**config.mk**
```make
export PLATFORM = sky130hd
export DESIGN_NAME = load_store_unit
export DESIGN_NICKNAME = d
export VERILOG_FILES = /design/src/rtl/load_store_unit.sv
export SDC_FILE = /design/constraint.sdc
export NUM_CORES = 1
export LEC_CHECK = 0
export CORE_ASPECT_RATIO = 2
export CORE_MARGIN = 3
export CORE_UTILIZATION = 44
export CTS_CLUSTER_DIAMETER = 50
export CTS_CLUSTER_SIZE = 40
export DETAILED_ROUTE_END_ITERATION = 8
export PLACE_DENSITY = 0.81
export REMOVE_ABC_BUFFERS = 1
export SYNTH_ARGS = -nofsm -noshare
export SYNTH_HDL_FRONTEND = slang
export SYNTH_SLANG_ARGS = --single-unit
```
**constraint.sdc**
```tcl
create_clock -name clk -period 2.15 [get_ports clk]
set_input_delay 0.43 -clock clk [delete_from_list [all_inputs] [get_ports clk]]
set_output_delay 0.43 -clock clk [all_outputs]
set_load 0.02 [all_outputs]
```
**src/rtl/load_store_unit.sv**
```systemverilog
// load_store_unit
//   Data-memory access stage of a single-cycle core. Turns one load or store
//   per instruction into a registered req/ack bus transaction with byte-lane
//   strobes, extracts and sign/zero-extends load data, and holds the core
//   (stall) until the access retires.
//
//   Build option: define MISALIGN_TRAP_EN to trap misaligned half/word
//   accesses (IDLE->DONE with misaligned=1, no bus transaction). When it is
//   not defined, the offending low address bits are ignored and the access
//   proceeds normally; misaligned stays 0.
//
// Ports
//   clk, rst_n               core clock, asynchronous active-low reset
//   mem_rd_en, mem_wr_en     load / store request (both set => store)
//   rd_sel [2:0]             0 lb, 1 lh, 2 lw, 3 lbu, 4 lhu
//   wr_sel [1:0]             0 sw, 1 sb, 2 sh
//   addr, wdata [31:0]       effective byte address, store data
//   stall                    hold PC/instruction this cycle
//   load_data, bus_err,
//   misaligned               retire results, valid while in DONE
//   bus_req/we/addr/be/wdata registered bus request fields
//   bus_ack, bus_rdata       completion pulse and read word from memory
module load_store_unit #(
  parameter int TIMEOUT_CYCLES = 16,
  parameter int CNT_W          = 5
) (
  input  logic        clk,
  input  logic        rst_n,
  input  logic        mem_rd_en,
  input  logic        mem_wr_en,
  input  logic [2:0]  rd_sel,
  input  logic [1:0]  wr_sel,
  input  logic [31:0] addr,
  input  logic [31:0] wdata,
  output logic        stall,
  output logic [31:0] load_data,
  output logic        bus_err,
  output logic        misaligned,
  output logic        bus_req,
  output logic        bus_we,
  output logic [31:0] bus_addr,
  output logic [3:0]  bus_be,
  output logic [31:0] bus_wdata,
  input  logic        bus_ack,
  input  logic [31:0] bus_rdata
);

  typedef enum logic [1:0] {IDLE, REQ, DONE} state_t;

  state_t            state_q, state_d;
  logic [CNT_W-1:0]  cnt_q, cnt_d;
  logic              bus_req_q, bus_req_d;
  logic              bus_we_q, bus_we_d;
  logic [31:0]       bus_addr_q, bus_addr_d;
  logic [3:0]        bus_be_q, bus_be_d;
  logic [31:0]       bus_wdata_q, bus_wdata_d;
  logic [31:0]       load_data_q, load_data_d;
  logic              bus_err_q, bus_err_d;
  logic              misaligned_q, misaligned_d;
  logic [1:0]        off_q, off_d;       // byte offset used for load extraction
  logic [2:0]        rd_sel_q, rd_sel_d;
  logic              is_store_q, is_store_d;

  // ---------------------------------------------------------------------
  // Access decode (combinational, from the current instruction)
  // ---------------------------------------------------------------------
  logic        access;
  logic        acc_byte, acc_half;
  logic [1:0]  eff_off;
  logic [3:0]  be_new;
  logic [31:0] wdata_new;
  logic        trap_now;

  always_comb begin
    access   = mem_rd_en | mem_wr_en;
    // A store wins when both enables are set, so size comes from wr_sel then.
    acc_byte = mem_wr_en ? (wr_sel == 2'd1) : (rd_sel == 3'd0 || rd_sel == 3'd3);
    acc_half = mem_wr_en ? (wr_sel == 2'd2) : (rd_sel == 3'd1 || rd_sel == 3'd4);

    // Halves only honour addr[1]; words always sit in lane 0.
    if (acc_byte)      eff_off = addr[1:0];
    else if (acc_half) eff_off = {addr[1], 1'b0};
    else               eff_off = 2'b00;

    be_new    = 4'b1111;
    wdata_new = wdata;
    if (mem_wr_en) begin
      if (acc_byte) begin
        be_new    = 4'b0001 << addr[1:0];
        wdata_new = {4{wdata[7:0]}};
      end else if (acc_half) begin
        be_new    = addr[1] ? 4'b1100 : 4'b0011;
        wdata_new = {2{wdata[15:0]}};
      end
    end
  end

`ifdef MISALIGN_TRAP_EN
  logic mis;
  assign mis      = acc_half ? addr[0] : (!acc_byte && (addr[1:0] != 2'b00));
  assign trap_now = access & mis;
`else
  assign trap_now = 1'b0;
`endif

  // ---------------------------------------------------------------------
  // Load data extraction from the acknowledged read word
  // ---------------------------------------------------------------------
  logic [31:0] shifted;
  logic [31:0] extracted;

  always_comb begin
    shifted = bus_rdata >> {off_q, 3'b000};
    case (rd_sel_q)
      3'd0:    extracted = {{24{shifted[7]}}, shifted[7:0]};
      3'd1:    extracted = {{16{shifted[15]}}, shifted[15:0]};
      3'd3:    extracted = {24'd0, shifted[7:0]};
      3'd4:    extracted = {16'd0, shifted[15:0]};
      default: extracted = shifted;
    endcase
  end

  // ---------------------------------------------------------------------
  // Next-state logic
  // ---------------------------------------------------------------------
  always_comb begin
    state_d      = state_q;
    cnt_d        = cnt_q;
    bus_req_d    = bus_req_q;
    bus_we_d     = bus_we_q;
    bus_addr_d   = bus_addr_q;
    bus_be_d     = bus_be_q;
    bus_wdata_d  = bus_wdata_q;
    load_data_d  = load_data_q;
    bus_err_d    = bus_err_q;
    misaligned_d = misaligned_q;
    off_d        = off_q;
    rd_sel_d     = rd_sel_q;
    is_store_d   = is_store_q;

    case (state_q)
      IDLE: begin
        if (access) begin
          if (trap_now) begin
            state_d      = DONE;
            misaligned_d = 1'b1;
            load_data_d  = 32'd0;
          end else begin
            state_d     = REQ;
            cnt_d       = '0;
            bus_req_d   = 1'b1;
            bus_we_d    = mem_wr_en;
            bus_addr_d  = {addr[31:2], 2'b00};
            bus_be_d    = be_new;
            bus_wdata_d = wdata_new;
            off_d       = eff_off;
            rd_sel_d    = rd_sel;
            is_store_d  = mem_wr_en;
          end
        end
      end
      REQ: begin
        // An ack on the last allowed cycle still completes normally.
        if (bus_ack) begin
          state_d     = DONE;
          bus_req_d   = 1'b0;
          load_data_d = is_store_q ? 32'd0 : extracted;
        end else if (cnt_q == CNT_W'(TIMEOUT_CYCLES - 1)) begin
          state_d     = DONE;
          bus_req_d   = 1'b0;
          bus_err_d   = 1'b1;
          load_data_d = 32'd0;
        end else begin
          cnt_d = cnt_q + CNT_W'(1);
        end
      end
      DONE: begin
        // The core retires on this edge; the held instruction is not relaunched.
        state_d      = IDLE;
        load_data_d  = 32'd0;
        bus_err_d    = 1'b0;
        misaligned_d = 1'b0;
      end
      default: state_d = IDLE;
    endcase
  end

  // ---------------------------------------------------------------------
  // State registers
  // ---------------------------------------------------------------------
  always_ff @(posedge clk or negedge rst_n) begin
    if (!rst_n) begin
      state_q      <= IDLE;
      cnt_q        <= '0;
      bus_req_q    <= 1'b0;
      bus_we_q     <= 1'b0;
      bus_addr_q   <= 32'd0;
      bus_be_q     <= 4'd0;
      bus_wdata_q  <= 32'd0;
      load_data_q  <= 32'd0;
      bus_err_q    <= 1'b0;
      misaligned_q <= 1'b0;
      off_q        <= 2'd0;
      rd_sel_q     <= 3'd0;
      is_store_q   <= 1'b0;
    end else begin
      state_q      <= state_d;
      cnt_q        <= cnt_d;
      bus_req_q    <= bus_req_d;
      bus_we_q     <= bus_we_d;
      bus_addr_q   <= bus_addr_d;
      bus_be_q     <= bus_be_d;
      bus_wdata_q  <= bus_wdata_d;
      load_data_q  <= load_data_d;
      bus_err_q    <= bus_err_d;
      misaligned_q <= misaligned_d;
      off_q        <= off_d;
      rd_sel_q     <= rd_sel_d;
      is_store_q   <= is_store_d;
    end
  end

  assign stall      = ((state_q == IDLE) && access) || (state_q == REQ);
  assign load_data  = load_data_q;
  assign bus_err    = bus_err_q;
  assign misaligned = misaligned_q;
  assign bus_req    = bus_req_q;
  assign bus_we     = bus_we_q;
  assign bus_addr   = bus_addr_q;
  assign bus_be     = bus_be_q;
  assign bus_wdata  = bus_wdata_q;

endmodule

```
After elaboration in Yosys (flattened, before gate mapping)
Cells that the tools add are included.

Register bits after elaboration: 113. Input bits: 106. Output and inout port bits: 105.

$add $sub $neg: 1. Reductions and logical operators: 15. Mux-type cells: 31. Shifts and indexed selects: 2. Equality and inequality tests: 16. Bitwise gates (word level): 1.

Operators with widths (number): $mux 32 (6); $pmux 32 s4 (1); $pmux 32 s2 (1); $shr 32x5->32 (1); $mux 4 (4); $mux 5 (3); $mux 2 (5); $pmux 5 s2 (1); $ne 2x2->1 const B (4); $mux 1 (7); $eq 3x1->1 const B (2); $eq 3x2->1 const B (2); $eq 3x3->1 const B (2); $logic_not 3->1 (2); $reduce_and 2->1 (3); $reduce_and 3->1 (2); $add 5x1->5 const B (1); $eq 5x4->1 const B (1); $eq 2x1->1 const B (2); $eq 2x2->1 const B (2); $pmux 1 s2 (2); $pmux 2 s2 (1); $reduce_and 4->1 (1); $reduce_bool 2->1 (2); 6 further kinds (8).

Logic depth before layout (Yosys ltp)
Depth after elaboration: 6. Gate-level depth with buffers: 8. Mapped depth without buffers: 7.

Worst setup path after synthesis
Ideal clock, no wire load.

Kind: input to output. Start point: in mem_wr_en. End point: out stall. Arrival time: 1.504 ns. Data required time: 1.720 ns. Stages: 5. Path buffers: 3. Path slack: 0.216 ns. Path through: buf_2 > o21ai_1 > clkbuf_1 > buf_2 > nand2_1.

Cells in the longest elaborated chain, start to end: 3.

RTL lines: start: declaration (line 30) `input logic mem_wr_en,`; $or 1x1->1 (line 75) `access = mem_rd_en | mem_wr_en;`; $logic_and 1x1->1 (line 223) `assign stall = ((state_q == IDLE) && access) || (state_q == REQ);`; $logic_or 1x1->1 (line 223); end: declaration (line 35) `output logic stall,`.

Every way passes these cells.

Worst setup path in the final report
Start point: reg cnt_q[0]. End point: reg cnt_q[3].

Cells in the longest elaborated chain, start to end: 4.

RTL lines: start: declaration (line 51) `logic [CNT_W-1:0] cnt_q, cnt_d;`; start signal: assignment (line 208) `cnt_q <= cnt_d;`; $add 5x1->5 (line 174) `cnt_d = cnt_q + CNT_W'(1);`; $mux 5 (line 168) `end else if (cnt_q == CNT_W'(TIMEOUT_CYCLES - 1)) begin`; $mux 5 (line 164) `if (bus_ack) begin`; $pmux 5 s2 (line 141) `case (state_q)`.

Several ways; a longest one is shown, not always the timed one. The select of a mux whose other input is x is not followed. A chain may end at the register's enable or synchronous reset.

==> results.toml <==
[outcome]
outcome = "finished, final reports clean"

[sta]
setup_slack_ns = 0.0784
tightest_slew_ns = 0.748
finalCriticalPeriod_ns = 2.07
fmax_mhz = 483
rsz0062_at_grt = "false"
hold_viol = 0
fin_skew_ns = 0.00916
fin_crit_sh = 0.964
slew_violations = 0
tns_ns = 0
setup_viol = 0
slew_headroom = 0.502

[synth]
synth-xor-area-share = 0.00490
synthSimpleGateAreaFrac = 0.191
synth_compound_area_frac = 0.175
synth_seq_cells = 113
async_flop_share = 1.00
synth_top_family_by_area = "simple AND/OR/NAND/NOR gates"
synth_ff_type = "dfrtp_1"
synth-edff-count = 0
yosysUniqueCellTypes = 46
synthCells = 572
synthAdderAreaFrac = 0.00467
syn-cell-area_um2 = 5360
yosys_warnings = 0
synthMuxAreaShare = 0.0513
yosysSeqAreaShare = 0.527
synth_area_per_cell_um2 = 9.37

[cells_and_area]
num-nets-final = 895
drive_gt1_frac = 0.0864
syn_to_final_growth_pct = 55.6
n_antenna_cell = 0

[global_route]
grt_use_met2 = 0.456
grt.busiest_layer = "met2"
grt_max_degree = 79
grt.met3_usage = 0.0660
grt_pass1_wl_um = 28000
antenna_found_initial = 0
first_global_vias = 5539
met1_usage = 0.270
globalRoute.totalOverflow = 0
grt_use_total = 0.260

[setup_path]
startpoint = "cnt_q[0]"
endpoint_kind = "flop"
crit_type = "flop to flop"
path_cells = "ha_1 -> and3_1 -> ha_1 -> nand2b_1 -> o311ai_0 -> o31ai_1"
start_kind = "flop"
arrival_ns = 2.32
regToRegSetupSlack_ns = 0.08
critPathMaxFanout = 4
critPathMaxStageDelay_ns = 0.51
worst_path_max_delay_cell = "o311ai_0"
rr_worst_depth = 6
path_common_cell = "ha_1"
timing.rr.start = "cnt_q[0]"
worstPathRequired_ns = 2.40
r2r-end = "cnt_q[3]"
cp.buffers_inverters = 0
path_delay_family = "compound AO/OA/AOI/OAI gates"

[cts]
cts_root_buf = "clkbuf_16"
max-clock-path-buffers = 2
insertion_delay_ns = 0.41
cts_tree = "done"
clkSinkCount = 113
htreeDepth = 4
cts_buffers = 17
path_clk_slew_ns = 0.05

[place]
io_buffer_count = 207
gp_congestion = 0.917
place_ws_ns = -0.214
dp_hpwl_um = 13000

[floorplanning]
core_area_um2 = 11800
die_area_um2 = 13600
die-width_um = 84.1
die_h_um = 162
pin_count = 211
num_rows = 56
start_util = 0.453

[pwr]
irDropWorstVdd_mv = 0.863
power_density_nw_per_um2 = 1580
p_leak_nw = 3.82

[detailed_routing]
viasPerCell = 5.43
final_antenna_net_count = 0
wl_um = 17300
dr.pass1.iters = 5
drt-wirelength-per-cell_um = 18.4
route.detailed.drc = 0
vias = 5125
first_iter_violations = 374

[flow_run]
cap_violations = 0

[worst_hold_path]
hold_class = "input pin to asynchronous set/reset pin"
cell usage in the layout (no fill, tap or decap), types with 10 or more instances in the layout:
| master | netlist | routed |
|---|---|---|
| buf_4 | 4 | 26 |
| o22ai_1 | 12 | 12 |
| a211o_1 | 15 | 15 |
| a21oi_1 | 14 | 13 |
| o2bb2ai_1 | 24 | 24 |
| nand2b_1 | 10 | 10 |
| nor2b_1 | 11 | 11 |
| dfrtp_1 | 113 | 113 |
| o21ai_0 | 19 | 19 |
| clkbuf_16 | 0 | 17 |
| nor2_1 | 48 | 48 |
| mux2i_1 | 26 | 26 |
| clkdlybuf4s50_1 | 0 | 205 |
| nand2_1 | 171 | 171 |
sequential cells by signal (all words and copies together), names as in the netlist:
name,cells
bus_wdata,32
bus_err,1
bus_addr,30
load_data,32
cnt_q,5
is_store_q,1
state_q,2
bus_req,1
rd_sel_q,3
off_q,2
bus_be,4
what timing repair did:
item | 4_1_cts | 5_1_grt
setup endpoints to repair | 1 | 17
hold buffers | 0 | 0
buffers inserted | 0 | 1
gates resized for setup | 1 | 1
pin swaps | 0 | 1
area by class of cell:
type                    instances  area, um^2
fillers                       897        3500
flip-flops and latches        113        2830
repair buffers                237        2360
multi-input cells             411        2320
clock buffers                  21         470
well taps                     145         181
clock inverters                10         158
inverters                       7        26.3
worst register-to-register path: stages, from the launching register on:
cell,delay (ns)
dfrtp_1,0.42
ha_1,0.25
and3_1,0.16
ha_1,0.22
nand2b_1,0.17
o311ai_0,0.51
o31ai_1,0.18
per-layer routing:
layer	vias to the layer above	wire length [um]
met5	-	0
met4	0	1050
met3	59	1020
met2	265	9140
met1	2415	6120
li1	2386	-
worst max path at each step:
stage	to	slack (ns)	cells past startpoint
CTS	load_data[17]	0.05	4
global placement	cnt_q[2]	-0.17	7
detailed placement	cnt_q[3]	-0.21	7
global route	cnt_q[3]	0.003	6
finish	cnt_q[3]	0.08	6
floorplan	cnt_q[1]	-2.72	3
power breakdown:
part           total [mW]  switching [mW]  internal (mW)  leakage [nW]
Sequential           3.80           0.674           3.13          1.41
Clock                2.95           0.937           2.02         0.301
Combinational        6.43            3.51           2.92          2.11
Total                13.2            5.12           8.06          3.82
metrics by stage:
step                      std cells  power, mW  area, um^2   util  hold WS (ns)
final                           944       13.2        8340  0.704        0.0104
after global routing            944       13.9        8340  0.704        0.0225
after CTS                       943       13.3        8320  0.703        0.0137
after detailed placement        912       10.2        7690  0.650         0.444
after floorplan                 531       6.99        5150      -         0.134
after global placement          912       10.0        7690  0.650         0.440
cell families (layout without fill, tap and decap cells):
logic type               after synthesis  after routing
other                                  1              3
adder cells (fa/ha/maj)                2              2
buffers and inverters                 50            275
multiplexers                          27             27
AO/OA/AOI/OAI                        126            126
AND/OR/NAND/NOR                      250            250
flip-flops                           113            113
XOR/XNOR                               3              3
Yosys cell counts (all sizes together) (2+ instances only):
master   number  area (um^2)
a2bb2oi       6         52.6
ha            2         25.0
dfrtp       113         2830
o2bb2ai      24          210
nor2b        11         68.8
inv           7         26.3
nand2b       10         62.6
a21o          3         22.5
o22ai        12         75.1
nand2       171          642
a32o          9         90.1
mux2i        26          260
a21oi        14         70.1
nor2         48          180
and2          2         12.5
xor2          2         17.5
buf          28          158
a211o        15          131
o311ai        2         35.0
o31ai         3         22.5
o21ai        22          110
clkbuf       15         56.3
a31oi         9         56.3
and3          2         12.5
(Power assumes the default switching activity.)
